$ cat src/rtl/arbitro_rr_4x4.sv
// Four-input to four-output word arbiter: pops show-ahead input FIFOs and
// pushes each word to the output FIFO selected by its destination field.
module arbitro_rr_4x4 #(
  parameter int DATA_WIDTH = 8,
  parameter int DEST_WIDTH = 4,
  parameter int PRIO_MODE  = 0
) (
  input  logic                  clk,
  input  logic                  reset,
  input  logic                  enable,
  input  logic [3:0]            empty_in,
  input  logic [DATA_WIDTH-1:0] data_in0,
  input  logic [DATA_WIDTH-1:0] data_in1,
  input  logic [DATA_WIDTH-1:0] data_in2,
  input  logic [DATA_WIDTH-1:0] data_in3,
  input  logic [DEST_WIDTH-1:0] dest_in0,
  input  logic [DEST_WIDTH-1:0] dest_in1,
  input  logic [DEST_WIDTH-1:0] dest_in2,
  input  logic [DEST_WIDTH-1:0] dest_in3,
  input  logic [3:0]            afull_out,
  output logic [3:0]            pop_in,
  output logic [3:0]            push_out,
  output logic [DATA_WIDTH-1:0] data_out,
  output logic [DEST_WIDTH-1:0] dest_out,
  output logic                  active,
  output logic [7:0]            drop_cnt
);

  typedef enum logic {IDLE = 1'b0, ARB = 1'b1} state_t;

  function automatic logic [3:0] onehot4(input logic [1:0] idx);
    onehot4 = 4'b0001 << idx;
  endfunction

  state_t                state_q, state_d;
  logic [1:0]            rr_ptr_q;
  logic [3:0]            push_q, push_d;
  logic [DATA_WIDTH-1:0] data_q;
  logic [DEST_WIDTH-1:0] dest_q;
  logic [7:0]            drop_q;

  logic [DATA_WIDTH-1:0] data_a [4];
  logic [DEST_WIDTH-1:0] dest_a [4];
  logic [3:0]            routable_s;
  logic [3:0]            elig_s;
  logic [1:0]            gidx_s;
  logic [1:0]            scan_s;
  logic                  go_s;

  assign data_a[0] = data_in0;
  assign data_a[1] = data_in1;
  assign data_a[2] = data_in2;
  assign data_a[3] = data_in3;
  assign dest_a[0] = dest_in0;
  assign dest_a[1] = dest_in1;
  assign dest_a[2] = dest_in2;
  assign dest_a[3] = dest_in3;

  // Unroutable words ignore back-pressure: they are popped and dropped.
  always_comb begin
    for (int i = 0; i < 4; i++) begin
      routable_s[i] = (dest_a[i] <= DEST_WIDTH'(3));
      elig_s[i]     = ~empty_in[i] & (~routable_s[i] | ~afull_out[dest_a[i][1:0]]);
    end
  end

  // Winner selection; descending scan lets the nearest candidate overwrite.
  always_comb begin
    gidx_s = 2'd0;
    scan_s = 2'd0;
    for (int k = 3; k >= 0; k--) begin
      if (PRIO_MODE != 0) begin
        scan_s = 2'(k);
      end else begin
        scan_s = rr_ptr_q + 2'(k);
      end
      if (elig_s[scan_s]) begin
        gidx_s = scan_s;
      end else begin
        gidx_s = gidx_s;
      end
    end
  end

  always_ff @(posedge clk or posedge reset) begin
    if (reset) begin
      state_q <= IDLE;
    end else begin
      state_q <= state_d;
    end
  end

  always_comb begin
    state_d = state_q;
    case (state_q)
      IDLE: begin
        if (enable && (|elig_s)) begin
          state_d = ARB;
        end else begin
          state_d = IDLE;
        end
      end
      ARB: begin
        if (!enable || !(|elig_s)) begin
          state_d = IDLE;
        end else begin
          state_d = ARB;
        end
      end
      default: state_d = IDLE;
    endcase
  end

  always_comb begin
    go_s   = (state_d == ARB);
    pop_in = 4'b0000;
    push_d = 4'b0000;
    if (go_s && !reset) begin
      pop_in = onehot4(gidx_s);
    end else begin
      pop_in = 4'b0000;
    end
    if (go_s && routable_s[gidx_s]) begin
      push_d = onehot4(dest_a[gidx_s][1:0]);
    end else begin
      push_d = 4'b0000;
    end
  end

  // Push stage: registered one cycle after the grant; data holds when idle.
  always_ff @(posedge clk or posedge reset) begin
    if (reset) begin
      rr_ptr_q <= 2'd0;
      push_q   <= 4'b0000;
      data_q   <= '0;
      dest_q   <= '0;
      drop_q   <= 8'd0;
    end else begin
      push_q <= push_d;
      if (go_s) begin
        rr_ptr_q <= gidx_s + 2'd1;
        if (routable_s[gidx_s]) begin
          data_q <= data_a[gidx_s];
          dest_q <= dest_a[gidx_s];
        end else begin
          drop_q <= drop_q + 8'd1;
        end
      end
    end
  end

  assign push_out = push_q;
  assign data_out = data_q;
  assign dest_out = dest_q;
  assign active   = (state_q == ARB);
  assign drop_cnt = drop_q;

endmodule
$ cat config.mk
export PLATFORM = sky130hd
export DESIGN_NAME = arbitro_rr_4x4
export DESIGN_NICKNAME = d
export VERILOG_FILES = /design/src/rtl/arbitro_rr_4x4.sv
export SDC_FILE = /design/constraint.sdc
export NUM_CORES = 1
export LEC_CHECK = 0
export CORE_MARGIN = 2
export CORE_UTILIZATION = 39
export DETAILED_ROUTE_END_ITERATION = 8
export PLACE_DENSITY = 0.86
export SYNTH_ARGS = -nofsm -noshare
export SYNTH_HDL_FRONTEND = slang
export SYNTH_SLANG_ARGS = --single-unit
export TNS_END_PERCENT = 50
$ cat constraint.sdc
create_clock -name clk -period 3.3 [get_ports clk]
set_input_delay 0.495 -clock clk [delete_from_list [all_inputs] [get_ports clk]]
set_output_delay 0.495 -clock clk [all_outputs]
set_load 0.02 [all_outputs]
Word level (Yosys, flattened, before mapping)
Index checks and enable logic that the tools add are counted.
{"block": "totals", "in_bits": 59, "word_cells": 93, "regBits": 27}
{"block": "op_classes", "n_reduce_logical": 10, "muxes": 33, "addsub": 5, "shift": 2, "n_bitwise": 23, "magnitude_cmp": 14}
{"cell": "$lt 2x3->1 const B", "n": 9}
{"cell": "$bmux 1 s2", "n": 9}
{"cell": "$bmux 8 s2", "n": 1}
{"cell": "$le 4x2->1 const B", "n": 4}
{"cell": "$mux 4", "n": 4}
{"cell": "$mux 8", "n": 2}
{"cell": "$not 1->1", "n": 14}
{"cell": "$mux 1", "n": 11}
{"cell": "$add 8x1->8 const B", "n": 1}
{"cell": "$bmux 4 s2", "n": 1}
{"cell": "$mux 2", "n": 4}
{"cell": "$shl 1x2->4 const A", "n": 2}
{"cell": "$add 2x1->2 const B", "n": 2}
{"cell": "$add 2x2->2 const B", "n": 2}
{"cell": "$and 1x1->1", "n": 4}
{"cell": "$or 1x1->1", "n": 4}
{"cell": "$reduce_and 2->1", "n": 2}
{"cell": "$reduce_or 4->1", "n": 1}
{"cell": "$ge 3x3->1 const B", "n": 1}
{"cell": "$logic_and 1x1->1", "n": 3}
{"cell": "$logic_not 1->1", "n": 3}
{"cell": "$not 2->3", "n": 1}
{"cell": "$pmux 1 s2", "n": 1}
{"cell": "$logic_or 1x1->1", "n": 1}

Longest topological paths before layout
{"block": "logic_depth", "depth_word": 17, "ltp_mapped": 11, "depth_no_buf": 9}

Worst setup path before layout
Ideal clock, no wire load.
{"block": "synth_path", "path_kind": "input-to-output", "startpoint": "input dest_in0[0]", "endpoint": "output pop_in[0]", "cell_stages": 8, "arrival_time_ps": 2695, "slack_ps": 110, "required_time_ps": 2805, "path_cell_list": "mux4_2 > a21oi_2 > a21oi_1 > o21ai_0 > a2bb2o_1 > buf_2 > clkbuf_1 > nor4bb_1"}
{"block": "synth_via", "elab_chain_len": 13}
{"item": "from (decl)", "line": "16", "source": "input logic [DEST_WIDTH-1:0] dest_in0,"}
{"item": "parallel branches: the longest is 3 deep, another holds $le 4x2->1"}
{"item": "$or 1x1->1 *", "line": "63", "source": "elig_s[i] = ~empty_in[i] & (~routable_s[i] | ~afull_out[dest_a[i][1:0]]);"}
{"item": "$and 1x1->1 *", "line": "63"}
{"item": "$bmux 1 s2", "line": "77", "source": "if (elig_s[scan_s]) begin"}
{"item": "$mux 1 (not written as such)", "line": "77"}
{"item": "$mux 2 (4 in a row)", "line": "77"}
{"item": "$shl 1x2->4", "line": "32", "source": "onehot4 = 4'b0001 << idx;"}
{"item": "$mux 4 *", "line": "118", "source": "if (go_s && !reset) begin"}
{"item": "to (decl)", "line": "21", "source": "output logic [3:0] pop_in,"}
Every way passes the cells marked *. The select of a mux whose other input is x is not followed.

Worst setup path after layout
{"block": "layout_path", "startpoint": "input dest_in3[0]", "endpoint": "output pop_in[1]"}
{"block": "layout_via", "elab_chain_len": 13}
{"item": "from (decl)", "line": "19", "source": "input logic [DEST_WIDTH-1:0] dest_in3,"}
{"item": "parallel branches: the longest is 3 deep, another holds $le 4x2->1"}
{"item": "$or 1x1->1 *", "line": "63"}
{"item": "$and 1x1->1 *", "line": "63"}
{"item": "$bmux 1 s2", "line": "77"}
{"item": "$mux 1 (not written as such)", "line": "77"}
{"item": "$mux 2 (4 in a row)", "line": "77"}
{"item": "$shl 1x2->4", "line": "32"}
{"item": "$mux 4 *", "line": "118"}
Marked as above.

==> impl_results.md <==
- Hpwl dp: 3.78 mm
- Congestion Overflow GR: 0
- Final Total Pwr: 0.00185 W
- Status: finished clean
- Relative slew slack: 65.0%
- Leak pwr: 1.29 nW
- Worst vdd ir: 420 uV
- Initial core utilization: 41.2%
- Routed wire length: 4.78 mm
- DRC Markers: 0
- Number of I/O pins: 88
- #FFs+latches synth: 27
- Critical path data required time: 2.80 ns
- TritonCTS Sinks: 27
- Vias per cell: 5.21
- Synth Flop Type: dfrtp_1
- TritonRoute pass-1 iters: 4
- Htree depth: 1
- Max layer used: met4
- Wire per inst: 14.8 um
- Pint: 0.00111 W
- Filler cell count in the final layout: 297
- Vias in the first global route: 1,684
- Post-layout util: 71.4%
- Combinational power share: 59.2%
- Core ar.: 4060 um^2
- Reg power frac: 30.1%
- MaxCap Viol Count: 0
- Setup crit start kind: primary input
- DR iter-0 viols: 50
- Layout cells sized above 1: 23.4%
- Final layout net count: 334
- Yosys cell types: 35
- Hold-fix buffers at CTS: 0
- Switching fraction of total power: 39.8%
- WS Path Type: in -> out
- Via count: 1,687
- Clock power share: 10.6%
- CTS max path bufs: 2
- FFs w/ async S/R, synth: 100%
- Worst hold-check path type: reg -> reg
- Top cells by area, synth: dfrtp_1 (40%), mux2i_1 (7.2%), mux2_2 (6.7%)
- Total GRT Usage: 19.7%
- Met3 wire len: 407 um
- Crit path max fanout: 7
- Largest net degree at the start of global routing: 28
- Antenna viol nets, final: 0
- Seq/Total Area, Yosys: 40.4%
- Die width: 69.4 um
- Placed cells: 316
- Routability cong.: 0.803
- Final setup fails: 0
- Most frequent cell after synthesis: dfrtp_1
- Mapped Cells: 166
- Fin crit period: 3.24 ns
- Finished Layout Cells: 324
- Worst slack, placed: -0.505 ns
- CTS tree: yes
- Clk_lat worst skew: 0.27 ns
- DIE HEIGHT: 69.4 um
- Setup ws final: 0.0614 ns
- Final worst-path cycle share: 98.1%
- Max-slew violation count: 0
- Yosys top cell area share: 40.4%
- CTS buffer count: 3
- Clock transition at path regs: 0.09 ns
- Area delta synth->final: 73.6%
- Met1 Routed Length: 1.81 mm
- WL met2: 2.45 mm
- Syn nets: 226
- Root buf cell: clkbuf_8
- Synth Warn #: 0
- Sw power: 0.000737 W
- Mapped Area: 1670 um^2
- FP Rows: 23
- Top post-synthesis cells by count: dfrtp_1 (27), nand2_1 (22), o21ai_0 (13)
- Critical Path AT: 2.74 ns
- Avg Cell Area, Syn: 10.1 um^2
- Fmax: 309 MHz
- First-pass GRT wire length: 7.67 mm
- Post-synth EDFFs: 0
- Antenna violations before repair: 1
- Pwr/cell area: 638 nW/um^2
- PortBufs: 87
- Final Hold Viols: 0
- Least-Margin Pin Slew: 0.522 ns
- Clk_skew: 0.00341 ns
- Area leader, netlist: dfrtp_1
- CP Capture Type: output pin
- DIE AREA: 4820 um^2
[path summary, 6_finish.rpt]
kind                               end  slack (ns)  cells past startpoint         from
max in group asynchronous  drop_cnt[2]        2.34                      3        reset
setup / recovery             pop_in[1]        0.06                      9  dest_in3[0]
hold reg to reg            drop_cnt[7]        0.49                      1  drop_cnt[7]
setup reg to reg           drop_cnt[5]        1.16                     10  rr_ptr_q[0]
hold / removal             drop_cnt[7]        0.49                      1  drop_cnt[7]
min in group asynchronous  data_out[0]        0.71                      3        reset
[layout by cell type (no fill, tap or decap), types with 3 or more instances in the layout]
cell type,synthesis,final
a21o_1,3,3
a21oi_1,3,3
and2_1,3,3
buf_12,0,3
buf_2,5,3
buf_4,0,22
clkbuf_8,0,3
clkdlybuf4s50_1,0,80
dfrtp_1,27,27
dlymetal6s2s_1,0,3
inv_1,4,4
mux2_2,10,10
mux2i_1,12,11
mux4_2,4,4
nand2_1,22,22
nand3_1,3,3
nor2_1,8,7
nor3_1,3,3
nor4_2,0,3
o21ai_0,13,12
o21ai_1,9,10
xor2_1,8,8
[power by group through the flow]
stage | clock network, W | registers, W | logic [W]
floorplan | 0 | 0.000673 | 0.000422
global placement | 0 | 0.000551 | 0.00101
detailed placement | 0 | 0.000560 | 0.00103
CTS | 0.000204 | 0.000554 | 0.00105
global route | 0.000213 | 0.000576 | 0.00117
finish | 0.000197 | 0.000558 | 0.00110
[flip-flops by register name (all words and copies together), names as in the netlist]
| name | cells |
|---|---|
| active | 1 |
| dest_out | 4 |
| data_out | 8 |
| push_out | 4 |
| drop_cnt | 8 |
| rr_ptr_q | 2 |
[repair_timing]
item | CTS | global route
setup buffers | 0 | 3
pin swaps | 1 | 5
setup endpoints to repair | 14 | 18
gates resized for setup | 24 | 13
[cells by family after synthesis]
kind of cell	synth area share, %
compound gates	13.4
xor+xnor	4.19
fa+ha+maj	0.749
buf+inv	3.07
flops	40.4
mux	20.0
simple gates	18.1
[through the flow]
stage | hold slack [ns] | instance area [um^2] | TNS (ns)
final | 0.488 | 2900 | 0
after global routing | 0.508 | 2900 | -0.0847
after CTS | 0.497 | 2830 | -0.00974
after detailed placement | 0.476 | 2760 | -8.95
after global placement | 0.457 | 2760 | -7.20
after floorplan | 0.450 | 1670 | 0
[routing by layer]
layer,track usage [%],vias up
met5,0,-
li1,-,813
met1,21.9,788
met3,6.69,8
met4,6.32,0
met2,35.0,78
[final cells by class]
cell class | instances | area [um^2] | share of cell area (%)
Tap cell | 50 | 62.6 | 2.16
Timing Repair Buffer | 111 | 1080 | 37.2
Clock buffer | 3 | 41.3 | 1.42
Sequential cell | 27 | 676 | 23.3
Clock inverter | 1 | 8.76 | 0.302
Inverter | 4 | 15.0 | 0.518
Antenna cell | 1 | 2.50 | 0.0863
Multi-Input combinational cell | 127 | 1010 | 35.0
[critical path, stage by stage]
cell	delay [ns]
clkdlybuf4s50_1	0.50
mux4_2	0.51
a21o_1	0.21
buf_4	0.14
a22oi_1	0.21
nor2b_2	0.11
nor2_8	0.18
and3_1	0.20
buf_2	0.17
Note: power is estimated with default switching activity, not from simulation.
==> variant (same settings) <==
Change the parameter `DEST_WIDTH` from 4 to 3.
--- a/src/rtl/arbitro_rr_4x4.sv
+++ b/src/rtl/arbitro_rr_4x4.sv
@@ -4,3 +4,3 @@
   parameter int DATA_WIDTH = 8,
-  parameter int DEST_WIDTH = 4,
+  parameter int DEST_WIDTH = 3,
   parameter int PRIO_MODE  = 0
Interface: changed (5 resized); port bits go from 88 to 83. The function was not compared with the original's and may differ.
==> variant against the unedited design <==
  * Setup slack better by 0.036 ns
  * Critical path depth is 1 higher
  * Critical endpoint is now data_out[0]
  * Synthesized cell count is 2.4% higher
  * Hold slack lost 0.0031 ns
  * Design area down 2.0%
  * Synthesized area grew 0.37%
  * Final cell count stayed put
  * Largest power group unchanged
  * Total power is essentially flat
  * Register-to-register slack worse by 0.32 ns
  * Sequential cell count fell by 1
  * Core utilization is 1.4 points lower
  * Wire length is 5.6% higher
  * Count of clock-buffer cells in the layout grew 1
==> variant: results <==
[status]
status = "completed"

[pwr]
peakVddDrop_v = 0.000360

[sta]
maxSlewHeadroom_pct = 69.2
fin_skew_ns = 0.00114

[detailed_routing]
wire_per_inst_um = 15.6
avgViaCountPerCell = 5.20

[yosys]
netlist_top_cells_area = "dfrtp_1 (39%), mux2_1 (8.1%), nand2_1 (5.6%), nor2_1 (4.3%), mux4_2 (4.0%)"
seq_area_frac_synth_pct = 38.8
syn-instance-count = 170

[critical_path]
worst_path_largest_cell_delay_ns = 0.60
r2r_cells = 8
cp.arrival_ns = 3.37
worstPathMaxFanout = 10
path_delay_family = "multiplexers"

[grt]
antenna_found_initial = 0
grt_pass1_wl_mm = 8.18
track_usage_pct = 20.7
grt_pass1_vias = 1734
grt_max_degree = 27

[cts]
cts_resized = 16
cts-root-buf = "clkbuf_8"

[placed_design]
hpwl_mm = 3.76
port_buffers = 82
place_area_mm2 = 0.00268
gp_congestion = 0.812
post-place-ws_ns = -0.447

[cells_and_area]
layout.nets = 331
antenna_cells = 0
layout-drive-gt1-share_pct = 22.3
-- variant: cell types whose count changed in the layout (fill, tap and decap cells not counted), moves of 8 or more --
| cell | delta |
|---|---|
| mux2_1 | +10 |
| clkdlybuf4s50_1 | -9 |
| a31oi_1 | +8 |
| o21ai_1 | -9 |
| nor2_1 | +12 |
| o21ai_0 | -11 |
-- variant: area by class of cell --
type / count / area, um2
clock buffer: 4 / 55.1
fill: 298 / 1220
inverter: 9 / 33.8
multi-input combinational: 128 / 1040
sequential: 26 / 651
tap: 50 / 62.6
timing repair buffer: 107 / 1000
-- variant: path summary, 6_finish.rpt --
path / start / slack (ns) / to
max: dest_in0[0] / 0.1 / data_out[0]
min: drop_cnt[7] / 0.48 / drop_cnt[7]
min reg2reg: drop_cnt[7] / 0.48 / drop_cnt[7]
max in group asynchronous: reset / 2.38 / data_out[4]
max reg2reg: rr_ptr_q[1] / 0.84 / drop_cnt[1]
min in group asynchronous: reset / 0.67 / rr_ptr_q[0]
-- variant: where the power goes --
part | total, W | leakage, nW | switching, W | internal (W)
Combinational | 0.00112 | 0.917 | 0.000532 | 0.000583
Clock | 0.000206 | 0.0288 | 0.0000990 | 0.000107
Sequential | 0.000531 | 0.322 | 0.0000968 | 0.000434
Total | 0.00185 | 1.27 | 0.000727 | 0.00112
-- variant: routing by layer --
metal,track usage (%),part of all wire (%)
met5,0,0
met4,4.58,1.5
met3,5.38,5.2
met2,38.4,53
met1,23.8,40
-- variant: kinds of logic after synthesis --
family	share of synthesized area, %
xor gates and xnor gates	4.18
adders and majority gates	0.746
muxes	21.3
and+or+nand+nor	17.1
AOI/OAI and AO/OA	12.9
DFF	38.8
buffers and inverters	4.92
